File: src/rtl/mem_port_arbiter.sv
// Two-requester arbiter for the shared CPU memory port.
// Requester 0 is instruction fetch; requester 1 is data load/store.
// Runs one memory transaction at a time, returns ack to the owner,
// and aborts a hung transaction after TIMEOUT busy cycles.
//
// Ports:
//   clk      in   system clock, rising edge
//   rst      in   asynchronous active-high reset
//   req0     in   requester 0 request, held until ack0/err0
//   req1     in   requester 1 request, held until ack1/err1
//   mem_ack  in   memory completion strobe, valid while mem_req=1
//   mem_req  out  request to the memory port
//   sel      out  address/write-data mux select (1 = requester 1)
//   gnt0     out  requester 0 owns the port
//   gnt1     out  requester 1 owns the port
//   ack0     out  completion pulse to requester 0
//   ack1     out  completion pulse to requester 1
//   err0     out  timeout-abort pulse to requester 0
//   err1     out  timeout-abort pulse to requester 1
//   busy     out  a transaction is in progress
module mem_port_arbiter #(
    parameter int TIMEOUT = 255,
    parameter int CW      = 8
) (
    input  logic clk,
    input  logic rst,
    input  logic req0,
    input  logic req1,
    input  logic mem_ack,
    output logic mem_req,
    output logic sel,
    output logic gnt0,
    output logic gnt1,
    output logic ack0,
    output logic ack1,
    output logic err0,
    output logic err1,
    output logic busy
);

    typedef enum logic [1:0] {
        IDLE  = 2'd0,
        BUSY0 = 2'd1,
        BUSY1 = 2'd2
    } state_t;

    // Counter value seen in the last permitted busy cycle.
    localparam logic [CW-1:0] TMO_CNT = CW'(TIMEOUT - 1);

    state_t        state;
    state_t        state_n;
    logic          last;
    logic          last_n;
    logic [CW-1:0] cnt;
    logic [CW-1:0] cnt_n;
    logic          tmo;

    assign tmo = (cnt == TMO_CNT);

    always_ff @(posedge clk or posedge rst) begin
        if (rst) begin
            state <= IDLE;
            last  <= 1'b1;
            cnt   <= '0;
        end else begin
            state <= state_n;
            last  <= last_n;
            cnt   <= cnt_n;
        end
    end

    always_comb begin
        state_n = state;
        last_n  = last;
        cnt_n   = cnt;
        case (state)
            IDLE: begin
                cnt_n = '0;
                // On a tie, the requester not served last wins.
                if (req0 && (!req1 || last)) begin
                    state_n = BUSY0;
                end else if (req1) begin
                    state_n = BUSY1;
                end
            end
            BUSY0: begin
                if (mem_ack || tmo) begin
                    state_n = IDLE;
                    last_n  = 1'b0;
                end else begin
                    cnt_n = cnt + 1'b1;
                end
            end
            BUSY1: begin
                if (mem_ack || tmo) begin
                    state_n = IDLE;
                    last_n  = 1'b1;
                end else begin
                    cnt_n = cnt + 1'b1;
                end
            end
            default: begin
                state_n = IDLE;
            end
        endcase
    end

    always_comb begin
        gnt0    = (state == BUSY0);
        gnt1    = (state == BUSY1);
        mem_req = gnt0 | gnt1;
        busy    = gnt0 | gnt1;
        sel     = gnt1;
        ack0    = gnt0 & mem_ack;
        ack1    = gnt1 & mem_ack;
        // An ack in the timeout cycle wins over the abort.
        err0    = gnt0 & ~mem_ack & tmo;
        err1    = gnt1 & ~mem_ack & tmo;
    end

endmodule

File: config.mk
export PLATFORM = sky130hd
export DESIGN_NAME = mem_port_arbiter
export DESIGN_NICKNAME = d
export VERILOG_FILES = /design/src/rtl/mem_port_arbiter.sv
export SDC_FILE = /design/constraint.sdc
export NUM_CORES = 1
export LEC_CHECK = 0
export BUFFER_PORTS_ARGS = -buffer_cell sky130_fd_sc_hd__buf_2
export CAP_MARGIN = 20
export CELL_PAD_IN_SITES_DETAIL_PLACEMENT = 1
export CELL_PAD_IN_SITES_GLOBAL_PLACEMENT = 1
export CORE_MARGIN = 2
export CORE_UTILIZATION = 43
export DETAILED_ROUTE_END_ITERATION = 10
export PLACE_DENSITY = 0.89
export SYNTH_ARGS = -nofsm -noshare
export SYNTH_HDL_FRONTEND = slang
export SYNTH_SLANG_ARGS = --single-unit
File: constraint.sdc
create_clock -name clk -period 4.6 [get_ports clk]
set_input_delay 0 -clock clk [delete_from_list [all_inputs] [get_ports clk]]
set_output_delay 0 -clock clk [all_outputs]
set_load 0.05 [all_outputs]
==> results of run 1 <==
-- where the power goes --
part,leakage [nW],internal [mW],switching [mW],total [mW]
sequential,0.146,0.119,0.0210,0.140
clock,0.0150,0.0336,0.0322,0.0658
combinational,0.246,0.0781,0.215,0.293
total,0.407,0.231,0.269,0.500
-- path summary, 6_finish.rpt --
path,start,to,slack [ns],cells past startpoint
setup / recovery,state[0],state[1],2.81,6
hold / removal,req0,state[1],0.07,4
setup reg to reg,state[0],state[1],2.81,6
hold reg to reg,cnt[7],cnt[7],0.51,1
max in group asynchronous,rst,last,3.98,3
min in group asynchronous,rst,cnt[3],0.28,3
-- registers in the layout, indices dropped and copies added (netlist names) --
register	cells
state	2
cnt	8
last	1
-- cell families (layout without fill, tap and decap cells) --
family | after synthesis | after routing | synth area share (%)
AOI/OAI and AO/OA | 17 | 17 | 17.3
adders and majority gates | 5 | 5 | 8.39
xor gates and xnor gates | 1 | 1 | 1.17
buffers and inverters | 11 | 26 | 7.05
muxes | 2 | 2 | 2.68
DFF | 11 | 11 | 37.1
and+or+nand+nor | 33 | 33 | 26.3
-- stage by stage --
step                cells  total power, mW  hold WS, ns
floorplan              80            0.389       -0.148
global placement      106            0.424      0.00708
detailed placement    106            0.434       0.0249
CTS                   112            0.504       0.0395
global route          112            0.534       0.0910
finish                112            0.500       0.0659
-- layout by cell type, fill, tap and decap left out, types with 2 or more instances in the layout --
cell type / netlist / routed
inv_1: 7 / 7
clkbuf_4: 0 / 3
nand3_1: 6 / 6
dlygate4sd3_1: 0 / 2
o21ai_0: 2 / 2
nand4_1: 2 / 2
nand2_1: 10 / 10
buf_2: 0 / 13
mux2i_1: 2 / 2
a21oi_1: 2 / 2
dfrtp_1: 10 / 10
nand3b_1: 2 / 2
o21ai_1: 4 / 4
ha_1: 5 / 5
nor2_1: 2 / 2
and2_1: 3 / 3
-- layer usage --
metal	wire, um	GRT usage [%]
met5	0	0
met4	14	10.6
met1	847	25.1
met2	903	34.1
met3	44	2.38
-- area by class of cell --
cell class	instances	area, um^2
sequential	11	277
multi-input combinational	58	417
tap	17	21.3
inverter	7	26.3
timing repair buffer	15	85.1
clock buffer	4	26.3
fill	198	818
-- what timing repair did --
item | CTS | global route
endpoints found under the hold margin | 11 | 0
endpoints found under the setup margin | 0 | 0
hold buffers | 2 | 0
-- tightest hold or removal path, stage by stage --
cell,delay (ns)
buf_2,0.10
nand2_1,0.05
nand2_1,0.06
o2bb2ai_1,0.07
==> qor.csv, run 1 <==
metric;value;unit
status;finished, final reports clean;
Final Cell Area;852;um^2
grt ovf;0;
crit path DAT;1.94;ns
postcts setup bufs;0;
first-pass GRT wire length;2930;um
max incr delay on CP;0.39;ns
Antenna Cells;0;
Slew HR;70.4;%
library cells used by synthesis;34;
f_max;558;MHz
Slew Limit Fails;0;
critical path required time;4.75;ns
Max H-tree Level;1;
worst hold path type;in2reg;
GPL Wtd Cong;0.776;
min cycle time layout;1.79;ns
DRC viols;0;
Synth area leader;dfrtp_1;
vias per cell;5.79;
final core utilization;51.0;%
pin count of the biggest net entering global routing;12;
Peak supply drop;0.000230;V
First DRT Iteration DRCs;9;
synth cell count leaders;dfrtp_1, nand2_1, inv_1, nand3_1, ha_1;
final worst slack;2.81;ns
Setup-failing EPs final;0;
Synthesis Warnings;0;
fraction of layout cells with a size suffix above 1;25.3;%
Die X;45.6;um
CP endpoint kind;flop;
number of antenna violations at the first check in global routing;0;
mapped cell area;746;um^2
I/O pins;14;
Post-synth ARST share;100;%
Syn Area/Cell;9.32;um^2
final period utilization;39.0;%
Worst Path Buf+Inv;1;
All-Layer GR Usage;20.3;%
CP Class;reg2reg;
Yosys reg bits;11;
Max Cap Viol;0;
Post-synth EDFFs;0;
Max Buffers Root-to-Sink;2;
Slew @ Worst Pin;0.444;ns
leakage;0.407;nW
crit-path max FO;10;
number of global-route vias before repair;648;
cells along the critical path;inv_1, ha_1, nor2b_1, a21bo_1, o21ai_1, o2bb2ai_1;
Synth top area share;33.6;%
CTS Root Buffer Type;clkbuf_4;
post-DP HPWL;1420;um
die area;2080;um^2
skew final;0.00236;ns
Total Nets Final;106;
Antenna Nets Post-Route;0;
post-place setup slack;2.82;ns
sequential share of the synthesized area;37.1;%
TritonRoute pass-1 iters;3;
CP delay by family, top;compound AO/OA/AOI/OAI gates;
TNS Setup;0;ns
CTS tree;done;
clk_lat worst skew;0.27;ns
Final Hold Viols;0;
Port Buffers;13;
placed cell areas;806;um^2
aggregate routed wire length;1810;um
pwr/cell area;586;nW/um^2
Post-synth top flop;dfrtp_1;
syn_nets;90;
CTS resizes;0;
Cells after Synth;80;
clk sinks;11;
Routed wire per std cell;16.2;um
Max stage delay cell, worst path;dfrtp_1;
die height;45.6;um
Initial Util;44.6;%
via total after detailed routing;648;
core area;1670;um^2
CTS buffer count;3;
Layout area overhead;14.3;%
Worst-path clk slew;0.07;ns
startpoint types;flop;
synth top area cells;dfrtp_1, ha_1, nand2_1;
row count;15;
RSZ-0062 raised after global routing;no;
No activity file was read; power rests on OpenSTA's default activity.
==> run 2: changes to the inputs <==
--- a/config.mk
+++ b/config.mk
@@ -10,9 +10,9 @@
 export CELL_PAD_IN_SITES_DETAIL_PLACEMENT = 1
 export CELL_PAD_IN_SITES_GLOBAL_PLACEMENT = 1
 export CORE_MARGIN = 2
-export CORE_UTILIZATION = 43
+export CORE_UTILIZATION = 36
 export DETAILED_ROUTE_END_ITERATION = 10
-export PLACE_DENSITY = 0.89
+export PLACE_DENSITY = 0.8
 export SYNTH_ARGS = -nofsm -noshare
 export SYNTH_HDL_FRONTEND = slang
 export SYNTH_SLANG_ARGS = --single-unit
==> constraint.sdc (replaced) <==
create_clock -name clk -period 1.55 [get_ports clk]
set_input_delay 0 -clock clk [delete_from_list [all_inputs] [get_ports clk]]
set_output_delay 0 -clock clk [all_outputs]
set_load 0.05 [all_outputs]
==> run 2 against run 1 <==
  * Sequential power grew to 2.8 times the previous value
  * Setup slack got worse by 2.8 ns
  * Largest cell class unchanged
  * Flip-flop and latch count unchanged
  * Non-clock buffer count rose by 13
  * Clock skew is 0.0055 ns higher
  * Register-to-register slack got worse by 2.8 ns
  * Total power rose to 3.5 times the previous value
  * Critical path depth unchanged
  * Combinational power increased to 4.0 times the previous value
  * Final cell count is 21% higher
  * Worst hold slack lost 0.019 ns
  * The flow now finishes with violations (negative setup slack)
==> qor.csv, run 2 (synthesis gave the netlist of run 1 again) <==
metric;value;unit
aggregate routed wire length;2210;um
via total after detailed routing;700;
startpoint types;flop;
fraction of layout cells with a size suffix above 1;48.1;%
crit-path max FO;4;
vias per cell;5.19;
critical path required time;1.55;ns
core area;1960;um^2
Total Power;1.77;mW
worst hold path type;in2reg;
Die X;49.5;um
Slew @ Worst Pin;0.443;ns
final std cells w/o fill;135;
TritonRoute pass-1 iters;2;
Max Buffers Root-to-Sink;2;
CTS buffer count;3;
Critical Path Sink;err0;
placed cell areas;928;um^2
Max H-tree Level;1;
Antenna Cells;0;
Final Hold Viols;0;
pwr/cell area;1640;nW/um^2
RSZ-0062 raised after global routing;yes;
Routed wire per std cell;16.3;um
CP Class;reg2out;
skew final;0.00785;ns
worst r2r path cells;6;
pin count of the biggest net entering global routing;12;
leakage;0.516;nW
die area;2450;um^2
GPL Wtd Cong;0.812;
Final Cell Area;1080;um^2
flop-to-flop setup slack;-0.01;ns
failing checks;negative setup slack;
CTS tree;done;
min cycle time layout;1.57;ns
clk_lat worst skew;0.28;ns
CTS Root Buffer Type;clkbuf_4;
grt ovf;0;
max FFs per register;8;
most common cell after layout, fill and taps aside;buf_4;
Largest Register;cnt;
Layout area overhead;44.8;%
final worst slack;-0.0208;ns
clk sinks;11;
number of global-route vias before repair;770;
Port Buffers;13;
First DRT Iteration DRCs;4;
Setup-failing EPs final;2;
Regs by FF count;cnt (8), state (2), last (1);
crit path DAT;1.57;ns
Reg-to-Reg Start;cnt[0];
CP startpoint;cnt[0];
Antenna Nets Post-Route;0;
Slew Limit Fails;0;
reg-to-reg endpoint;cnt[5];
Initial Util;38.0;%
die height;49.5;um
hold_sp;req0;
placed cells;125;
row count;16;
f_max;637;MHz
fillers;237;
commonest cells after routing, fill and taps aside;buf_4, buf_2, dfrtp_1;
DRC viols;0;
status;complete, but fails checks;
Max Cap Viol;0;
All-Layer GR Usage;21.3;%
CP endpoint kind;primary output;
number of antenna violations at the first check in global routing;0;
Peak supply drop;0.00152;V
Total Nets Final;119;
I/O pins;14;
first-pass GRT wire length;3840;um
Slew HR;70.4;%
post-DP HPWL;1590;um
Worst-path clk slew;0.08;ns
final period utilization;101;%
[run 2: changes by cell type in the layout (fill, tap and decap cells not counted), moves of 2 or more]
cell and change:
inv_2 +2, ha_4 +2, a21oi_1 -2, buf_6 +2, a21oi_2 +2, ha_1 -2
inv_1 -2, buf_4 +13, buf_2 -2
[run 2: repair_timing]
| action | 4_1_cts | 5_1_grt |
|---|---|---|
| hold buffers | 2 | 0 |
| gates resized for setup | 12 | 4 |
| setup buffers | 3 | 1 |
| pin swaps | 4 | 2 |
| hold endpoints to repair | 11 | 0 |
| endpoints found under the setup margin | 6 | 10 |
[run 2: stage by stage]
stage | util, % | setup slack, ns | setup TNS, ns | hold slack (ns)
6_report | 55.0 | -0.0208 | -0.0317 | 0.0464
5_1_grt | 55.0 | -0.0975 | -0.416 | 0.0508
4_1_cts | 53.6 | -0.0256 | -0.0256 | 0.0466
3_5_place_dp | 47.3 | -0.0383 | -0.102 | 0.0315
3_3_place_gp | 47.3 | 0.0183 | 0 | 0.0116
2_1_floorplan | - | -0.00181 | -0.00181 | -0.148
[run 2: report_power, final]
part / switching, mW / internal (mW)
combinational: 0.754 / 0.414
sequential: 0.0414 / 0.355
clock: 0.107 / 0.0998
total: 0.903 / 0.868
[run 2: worst min-delay path by stage]
stage,depth (start not counted),slack [ns],end
final,3,0.05,state[1]
after global routing,3,0.05,state[1]
after CTS,3,0.05,state[1]
after detailed placement,2,0.03,state[0]
after global placement,2,0.01,state[1]
after floorplan,1,-0.15,cnt[0]
[run 2: layer usage]
metal  wire [um]  track usage [%]  vias to the layer above
li1            -                -                      337
met4          26             9.26                        0
met2        1280             41.2                       15
met5           0                0                        -
met1         840             22.5                      344
met3          59             3.03                        4
[run 2: critical path, cell delays in order (launching register included)]
cell and delay [ns]:
dfrtp_1 0.39, inv_1 0.06, ha_1 0.15, and3_4 0.24, nand2_4 0.09, nor3b_4 0.18
buf_6 0.18
[run 2: final cells by class]
class / count / area, um^2 / share of cell area [%]
tap: 27 / 33.8 / 3.13
clock buffer: 4 / 26.3 / 2.43
inverter: 7 / 26.3 / 2.43
sequential: 11 / 277 / 25.6
timing repair buffer: 28 / 195 / 18.1
multi-input combinational: 58 / 522 / 48.3
